### src/rtl/constants.sv
// constants: build-time configuration shared by the instruction fetch path.
//   fetchbuffer_depth : prefetch buffer capacity in halfwords
//                       (power of two, at least 4)
package constants;

  localparam int fetchbuffer_depth = 8;

endpackage

### src/rtl/wires.sv
// wires: bus and register types for the instruction fetch path.
//   mem_in_type          : request to a memory-like port (valid/fence/instr/addr/wdata/wstrb)
//   mem_out_type         : response from a memory-like port (ready/rdata)
//   fetchbuffer_reg_type : complete registered state of the fetchbuffer
//   init_fetchbuffer_reg : reset value of that state
package wires;

  import constants::*;

  localparam int fb_ptr_w = $clog2(fetchbuffer_depth);
  localparam int fb_cnt_w = fb_ptr_w + 1;

  typedef struct packed {
    logic        mem_valid;
    logic        mem_fence;
    logic        mem_instr;
    logic [31:0] mem_addr;
    logic [31:0] mem_wdata;
    logic [3:0]  mem_wstrb;
  } mem_in_type;

  typedef struct packed {
    logic        mem_ready;
    logic [31:0] mem_rdata;
  } mem_out_type;

  typedef struct packed {
    logic [fetchbuffer_depth-1:0][15:0] hbuf;   // circular halfword store
    logic [fb_ptr_w-1:0]                rptr;   // oldest buffered halfword
    logic [fb_ptr_w-1:0]                wptr;   // next free slot
    logic [fb_cnt_w-1:0]                count;  // halfwords held (0..depth)
    logic [31:0]                        haddr;  // fetch address of hbuf[rptr]
    logic [31:0]                        faddr;  // next word to read from memory
    logic [31:0]                        iaddr;  // address of the outstanding read
    logic                               pend;   // a read is outstanding
    logic                               drop;   // outstanding read is stale
    logic                               skip;   // discard low half of next word
  } fetchbuffer_reg_type;

  localparam fetchbuffer_reg_type init_fetchbuffer_reg = '{default: '0};

endpackage

### src/rtl/fetchbuffer.sv
// fetchbuffer: instruction prefetch buffer between the fetch stage and
// instruction memory. Word-aligned reads (one outstanding) fill a circular
// halfword buffer; halfword-aligned 16/32-bit fetches are answered
// combinationally from registered state.
//   rst             in  synchronous reset, active-low
//   clk             in  clock, rising edge
//   fetchbuffer_in  in  fetch request (mem_valid, mem_fence, mem_addr)
//   fetchbuffer_out out instruction response (mem_ready, mem_rdata)
//   imem_out        in  memory response (1-cycle mem_ready pulse + word)
//   imem_in         out memory read request, held until mem_ready
module fetchbuffer
  import constants::*;
  import wires::*;
(
  input  logic        rst,
  input  logic        clk,
  input  mem_in_type  fetchbuffer_in,
  output mem_out_type fetchbuffer_out,
  input  mem_out_type imem_out,
  output mem_in_type  imem_in
);

  fetchbuffer_reg_type r;
  fetchbuffer_reg_type v;

  logic [fb_ptr_w-1:0] rptr_nx;
  logic [15:0]         lo_hw;
  logic [15:0]         hi_hw;
  logic                is32;
  logic                hit;
  logic                flush;
  logic                resp;
  logic [1:0]          pop;
  logic [1:0]          push;

  // Write-data fields and the instr hint of the request are meaningless here.
  logic unused_in;
  assign unused_in = ^{fetchbuffer_in.mem_instr, fetchbuffer_in.mem_wdata,
                       fetchbuffer_in.mem_wstrb};

  always_comb begin
    // NOTE: every variable gets a default up front so no path leaves one
    // unassigned, which would otherwise infer a latch.
    v       = r;
    push    = 2'd0;
    rptr_nx = r.rptr + 1'b1;
    lo_hw   = r.hbuf[r.rptr];
    hi_hw   = r.hbuf[rptr_nx];
    is32    = (lo_hw[1:0] == 2'b11);

    // Fence and redirect both flush; a flushing cycle never hits.
    flush = rst & (fetchbuffer_in.mem_fence |
                   (fetchbuffer_in.mem_valid & (fetchbuffer_in.mem_addr != r.haddr)));
    hit   = rst & fetchbuffer_in.mem_valid & ~fetchbuffer_in.mem_fence &
            (fetchbuffer_in.mem_addr == r.haddr) &
            (is32 ? (r.count >= fb_cnt_w'(2)) : (r.count >= fb_cnt_w'(1)));
    pop   = hit ? (is32 ? 2'd2 : 2'd1) : 2'd0;

    // A response is only meaningful while a read is ours; a stale one after
    // a fence (pend cleared, drop set) still has to be consumed.
    resp = imem_out.mem_ready & (r.pend | r.drop);

    fetchbuffer_out.mem_ready = hit;
    fetchbuffer_out.mem_rdata = !hit ? 32'h0 :
                                is32 ? {hi_hw, lo_hw} : {16'h0, lo_hw};

    if (flush) begin
      v.count = '0;
      v.rptr  = r.wptr;
      v.haddr = fetchbuffer_in.mem_addr;
      v.faddr = {fetchbuffer_in.mem_addr[31:2], 2'b00};
      v.skip  = fetchbuffer_in.mem_addr[1];
      // A word arriving in the flush cycle belongs to the old stream.
      if (resp) begin
        v.pend = 1'b0;
        v.drop = 1'b0;
      end else if (r.pend) begin
        v.drop = 1'b1;
      end
      if (fetchbuffer_in.mem_fence) v.pend = 1'b0;
    end else begin
      v.rptr  = r.rptr + fb_ptr_w'(pop);
      v.haddr = r.haddr + 32'({pop, 1'b0});
      if (resp) begin
        v.pend = 1'b0;
        v.drop = 1'b0;
        if (!r.drop) begin
          if (!r.skip) begin
            v.hbuf[v.wptr] = imem_out.mem_rdata[15:0];
            v.wptr         = v.wptr + 1'b1;
          end
          v.hbuf[v.wptr] = imem_out.mem_rdata[31:16];
          v.wptr         = v.wptr + 1'b1;
          push           = r.skip ? 2'd1 : 2'd2;
          v.faddr        = r.faddr + 32'd4;
          v.skip         = 1'b0;
        end
      end
      v.count = r.count - fb_cnt_w'(pop) + fb_cnt_w'(push);
    end

    // Checking the post-push count leaves room for the next full word, so
    // the buffer cannot overflow. A stale read must drain before reissue.
    if (!v.pend && !v.drop && (v.count <= fb_cnt_w'(fetchbuffer_depth - 2))) begin
      v.pend  = 1'b1;
      v.iaddr = v.faddr;
    end

    // Constant request fields are gated by rst so the port reads all-zero
    // while reset is held.
    imem_in.mem_valid = r.pend;
    imem_in.mem_addr  = r.iaddr;
    imem_in.mem_fence = rst & fetchbuffer_in.mem_fence;
    imem_in.mem_instr = rst;
    imem_in.mem_wdata = 32'h0;
    imem_in.mem_wstrb = 4'h0;
  end

  always_ff @(posedge clk) begin
    // NOTE: non-blocking so every flop samples this cycle's v together.
    if (!rst) r <= init_fetchbuffer_reg;
    else      r <= v;
  end

endmodule

### config.mk
export PLATFORM = sky130hd
export DESIGN_NAME = fetchbuffer
export DESIGN_NICKNAME = d
export VERILOG_FILES = /design/src/rtl/constants.sv /design/src/rtl/wires.sv /design/src/rtl/fetchbuffer.sv
export SDC_FILE = /design/constraint.sdc
export NUM_CORES = 1
export LEC_CHECK = 0
export ABC_AREA = 1
export ABC_CLOCK_PERIOD_IN_PS = 4400
export BUFFER_PORTS_ARGS = -buffer_cell sky130_fd_sc_hd__buf_2
export CAP_MARGIN = 30
export CORE_ASPECT_RATIO = 0.7
export CORE_UTILIZATION = 56
export CTS_BUF_LIST = sky130_fd_sc_hd__clkbuf_2
export DETAILED_ROUTE_END_ITERATION = 8
export HOLD_SLACK_MARGIN = 0.05
export MAX_ROUTING_LAYER = met4
export PLACE_DENSITY = 0.75
export SETUP_SLACK_MARGIN = 0.15
export SKIP_LAST_GASP = 1
export SYNTH_ARGS = -nofsm -noshare
export SYNTH_HDL_FRONTEND = slang
export SYNTH_SLANG_ARGS = --single-unit
### constraint.sdc
create_clock -name clk -period 4.4 [get_ports clk]
set_input_delay 0.88 -clock clk [delete_from_list [all_inputs] [get_ports clk]]
set_output_delay 0.88 -clock clk [all_outputs]
set_load 0.01 [all_outputs]
## Yosys cells after proc, flatten, opt, wreduce, memory -nomap -nowiden

Cells that the tools add are included.
W data, S select, Z words.

| operators by class | value |
|---|---|
| $add $sub $neg | 8 |
| multiplexer cells | 39 |
| order comparisons | 9 |
| equal/unequal tests | 4 |
| bitwise gates (word level) | 13 |
| reductions and logical operators | 9 |

Operators with widths:

| cell | number |
|---|---|
| $mux W128 | 4 |
| $bwmux W128 | 2 |
| $mux W32 | 4 |
| $bmux W16 S3 | 2 |
| $demux W16 S3 | 2 |
| $mux W68 | 1 |
| $mux W16 | 4 |
| $add A32 B3 Y32 | 1 |
| $add A32 B3 Y32 const B | 1 |
| $eq A32 B32 Y1 | 1 |
| $ne A32 B32 Y1 | 1 |
| $mux W3 | 7 |
| $lt A3 B4 Y1 const B | 4 |
| $mux W2 | 6 |
| $add A3 B1 Y3 const B | 3 |
| $and A1 B1 Y1 | 8 |
| $mux W1 | 7 |
| $ge A3 B1 Y1 const B | 2 |
| $add A4 B2 Y4 | 1 |
| $ge A4 B1 Y1 const B | 1 |
| $ge A4 B2 Y1 const B | 1 |
| $le A4 B3 Y1 const B | 1 |
| $logic_and A1 B1 Y1 | 4 |
| $sub A4 B2 Y4 | 1 |
| other kinds (9) | 13 |

| storage, ports and cells | value |
|---|---|
| word-level logic and storage cells | 99 |
| register bits | 237 |
| output and inout port bits | 104 |

## Longest topological paths before layout

| depth | value |
|---|---|
| word-level depth | 12 |
| gate-level depth with buffers | 30 |
| mapped depth without buffers | 27 |

## Worst setup path after synthesis

No wires, ideal clock.

| path | value |
|---|---|
| path kind | input-to-reg |
| from | input port rst |
| to | register r (netlist bit imem_in[57]) |
| path buffers | 4 |
| data arrival time | 4.077 ns |
| data required time | 4.287 ns |
| stages on the path | 24 |
| setup slack | 0.210 ns |
| library setup time | 0.113 ns |
| cell sequence | clkbuf_1 nand2_1 or2_2 nor2_1 nand2b_1 buf_4 nor2_2 nand2_2 buf_4 inv_1 fa_1 inv_1 ha_1 nand3_1 nand2_1 xor2_1 inv_1 nand3_1 nand3_1 nor2_2 buf_2 nand2_1 nand2_1 nor2_1 |

| on the way | value |
|---|---|
| word-level cells in the longest chain between the ends | 10 |
| elaborated cells on any way between the ends | 15 |

RTL lines:

| what | line | RTL |
|---|---|---|
| start, declared | fetchbuffer.sv:15 | `input logic rst,` |
| $and A1 B1 Y1 (3 in series) | fetchbuffer.sv:54 | `hit = rst & fetchbuffer_in.mem_valid & ~fetchbuffer_in.mem_fence &` |
| $and A1 B1 Y1 | fetchbuffer.sv:55 | `(fetchbuffer_in.mem_addr == r.haddr) &` |
| $mux W2 | fetchbuffer.sv:57 | `pop = hit ? (is32 ? 2'd2 : 2'd1) : 2'd0;` |
| $sub A4 B2 Y4 | fetchbuffer.sv:99 | `v.count = r.count - fb_cnt_w'(pop) + fb_cnt_w'(push);` |
| $add A4 B2 Y4 | fetchbuffer.sv:99 |  |
| $mux W68 | fetchbuffer.sv:67 | `if (flush) begin` |
| $le A4 B3 Y1 | fetchbuffer.sv:104 | `if (!v.pend && !v.drop && (v.count <= fb_cnt_w'(fetchbuffer_depth - 2))) begin` |
| $logic_and A1 B1 Y1 | fetchbuffer.sv:104 |  |
| end signal, assigned | fetchbuffer.sv:121 | `if (!rst) r <= init_fetchbuffer_reg;` |
| end signal, assigned | fetchbuffer.sv:122 | `else r <= v;` |
| end, declared | fetchbuffer.sv:23 | `fetchbuffer_reg_type r;` |

Several ways; a longest one is shown, not always the timed one.
A chain may end at the register's enable or synchronous reset.

==> results.yml <==
synth:
  ys.flop_type: "dfxtp_1"
  ys_ff_latch: 237
  synth_cells: 2500
  avgSynthCellArea_um2: 6.166
  synth_area_um2: 15410
  synth_edf_count: 0
  ys_types: 45
  synthArstFlopShare_pct: 0
  seq_area_frac_synth_pct: 30.78
  yosys_warnings: 0
timing:
  fmax_ghz: 0.2397
  setup_tns_ps: 0
  min_period_ps: 4172
  hold_violations: 0
  worst_hold_slack_ps: 222.5
  final-setup-viol-count: 0
  timing.slew.headroom_pct: 24.79
  post-route-period-util_pct: 94.83
  worst_pin_slew_ps: 1128
  drv_slew: 0
  fin_skew_ps: 117.0
  grt_setup_unrepaired: "true"
floorplan:
  core_um2: 26900
  start_util_pct: 57.30
  dieArea_um2: 28200
  ios: 210
  fp-row-count: 50
  die_x_um: 200.3
  die_y_um: 140.8
route:
  postRouteWirelength_um: 52890
  drtIter0Drc: 2022
  first_pass_iters: 6
  num_vias: 16722
  wire_per_inst_um: 17.72
  drc: 0
  vias_per_cell: 5.604
  drtAntennaViolNets: 0
grt:
  grt_max_degree: 95
  grt_pass1_wl_um: 79520
  overflow: 0
  antenna_found_initial: 5
  grt_pass1_vias: 14424
  track_usage_pct: 36.96
clock_tree:
  clockRootBuffer: "clkbuf_2"
  tritoncts: "yes"
  numCtsBuffers: 59
  path_clk_slew_ps: 110
  ctsHoldBuffers: 0
  clk_latency_ps: 1000
  clock_sinks: 237
  cts.path.max_buffers: 3
  htree_levels: 2
layout:
  syn2layout_area_growth_pct: 8.328
  mostFrequentLayoutCells: "nand2_1 (703), nor2_1 (353), o21ai_0 (278), dfxtp_1 (236), inv_1 (211)"
  drive_above_1_share_pct: 13.31
  mostFrequentLayoutCell: "nand2_1"
  fillers: 2639
  nets: 2693
  fin_cells: 2984
  stdcell_area_um2: 16700
placed_design:
  io_buffers: 136
  place_inst: 2866
  place_congestion: 0.9690
  dpl-instance-area_um2: 15960
  dpl.hpwl_um: 34980
setup_path:
  worst_ep_required_time_ps: 3520
  cp-end-kind: "output pin"
  cp-start-kind: "register"
  critPathArrivalTime_ps: 3290
  crit_type: "register to output pin"
  crit_fanout: 16
power:
  power_density_nw_per_um2: 373.6
  vdd_drop_max_mv: 0.3448
  p_total_mw: 6.238
  p_leak_nw: 7.675
run_status:
  status: "finished, final reports clean"
flow_run:
  maxCapViolations: 0
hold_path:
  hold_class: "input pin to register"
==> Yosys cell counts, drive strengths merged, types with 3 or more instances <==
master	number	area share [%]
a211oi	14	0.68
a21oi	182	5.9
a221oi	16	0.91
a31oi	16	0.65
buf	141	5.9
clkbuf	90	2.2
dfxtp	237	31
fa	4	0.52
ha	12	0.97
inv	219	5.3
nand2	707	17
nand3	33	1.1
nand4	9	0.37
nor2	360	9.0
nor3	23	1.2
o211ai	49	2.4
o21a	14	0.68
o21ai	289	9.5
or2	3	0.12
xnor2	43	2.4
xor2	29	1.6
==> flip-flops by register name, indices dropped and copies added (netlist names) <==
name and count:
r 204, imem_in 33
==> worst paths after layout <==
kind                            from                  endpoint  slack [ps]  depth (start not counted)
setup / recovery   r[106]$_SDFF_PN0_        fetchbuffer_out[5]         230                         13
hold / removal    fetchbuffer_in[67]          r[98]$_SDFF_PN0_         220                          3
setup reg to reg   r[106]$_SDFF_PN0_  imem_in[44]$_SDFFE_PN0P_         320                         26
hold reg to reg     r[35]$_SDFF_PN0_          r[35]$_SDFF_PN0_         470                          2
==> metrics by stage <==
stage          util (%)  setup WS, ps
2_1_floorplan         -         209.9
3_3_place_gp      59.33         130.4
3_5_place_dp      59.33         70.68
4_1_cts           61.42         75.94
5_1_grt           62.06         134.2
6_report          62.07         227.6
==> critical path, stage by stage (launching register included) <==
cell      delay [ps]
dfxtp_4          430
inv_4             90
buf_6            160
o21ai_0          150
nand2_1           70
inv_1            100
o21ai_4           90
nand2_1           80
a21oi_1           50
nand2b_2         210
buf_8            190
a211oi_1         280
buf_4            230
buf_2            140
==> power breakdown <==
| group | internal (mW) | total (mW) | switching, mW |
|---|---|---|---|
| sequential | 2.38 | 2.53 | 0.155 |
| clock | 0.577 | 1.57 | 0.993 |
| combinational | 0.720 | 2.14 | 1.42 |
==> cells by family (layout without fill, tap and decap cells) <==
family	count (synthesis)	after routing	synth area share, %
and+or+nand+nor	1140	1140	29.29
DFF	237	237	30.78
buffers and inverters	451	530	13.50
xor gates and xnor gates	72	72	4.091
other	1	42	0.02433
AOI/OAI and AO/OA	583	583	20.83
adders and majority gates	16	16	1.494
==> repair_timing <==
action	4_1_cts	5_1_grt
setup buffers	0	7
endpoints found under the setup margin	28	70
pin swaps	0	5
gates resized for setup	7	15
cloned	0	1
==> area by class of cell <==
cell class	count	area (µm²)	share of cell area (%)
Tap cell	364	455.4	2.727
Antenna cell	6	15.01	0.08991
Clock inverter	21	120.1	0.7193
Inverter	220	835.8	5.005
Timing Repair Buffer	206	1280	7.665
Clock buffer	83	415.4	2.488
Sequential cell	237	4748	28.44
Multi-Input combinational cell	1847	8828	52.87
==> metal layers <==
| layer | routed length (µm) | vias to the layer above | global-route usage [%] |
|---|---|---|---|
| li1 | - | 8049 | - |
| met1 | 23660 | 7499 | 55.08 |
| met2 | 20240 | 1064 | 48.26 |
| met3 | 7932 | 110 | 9.316 |
| met4 | 1051 | 0 | 9.642 |
| met5 | 0 | - | - |
No activity file was read; power rests on OpenSTA's default activity.
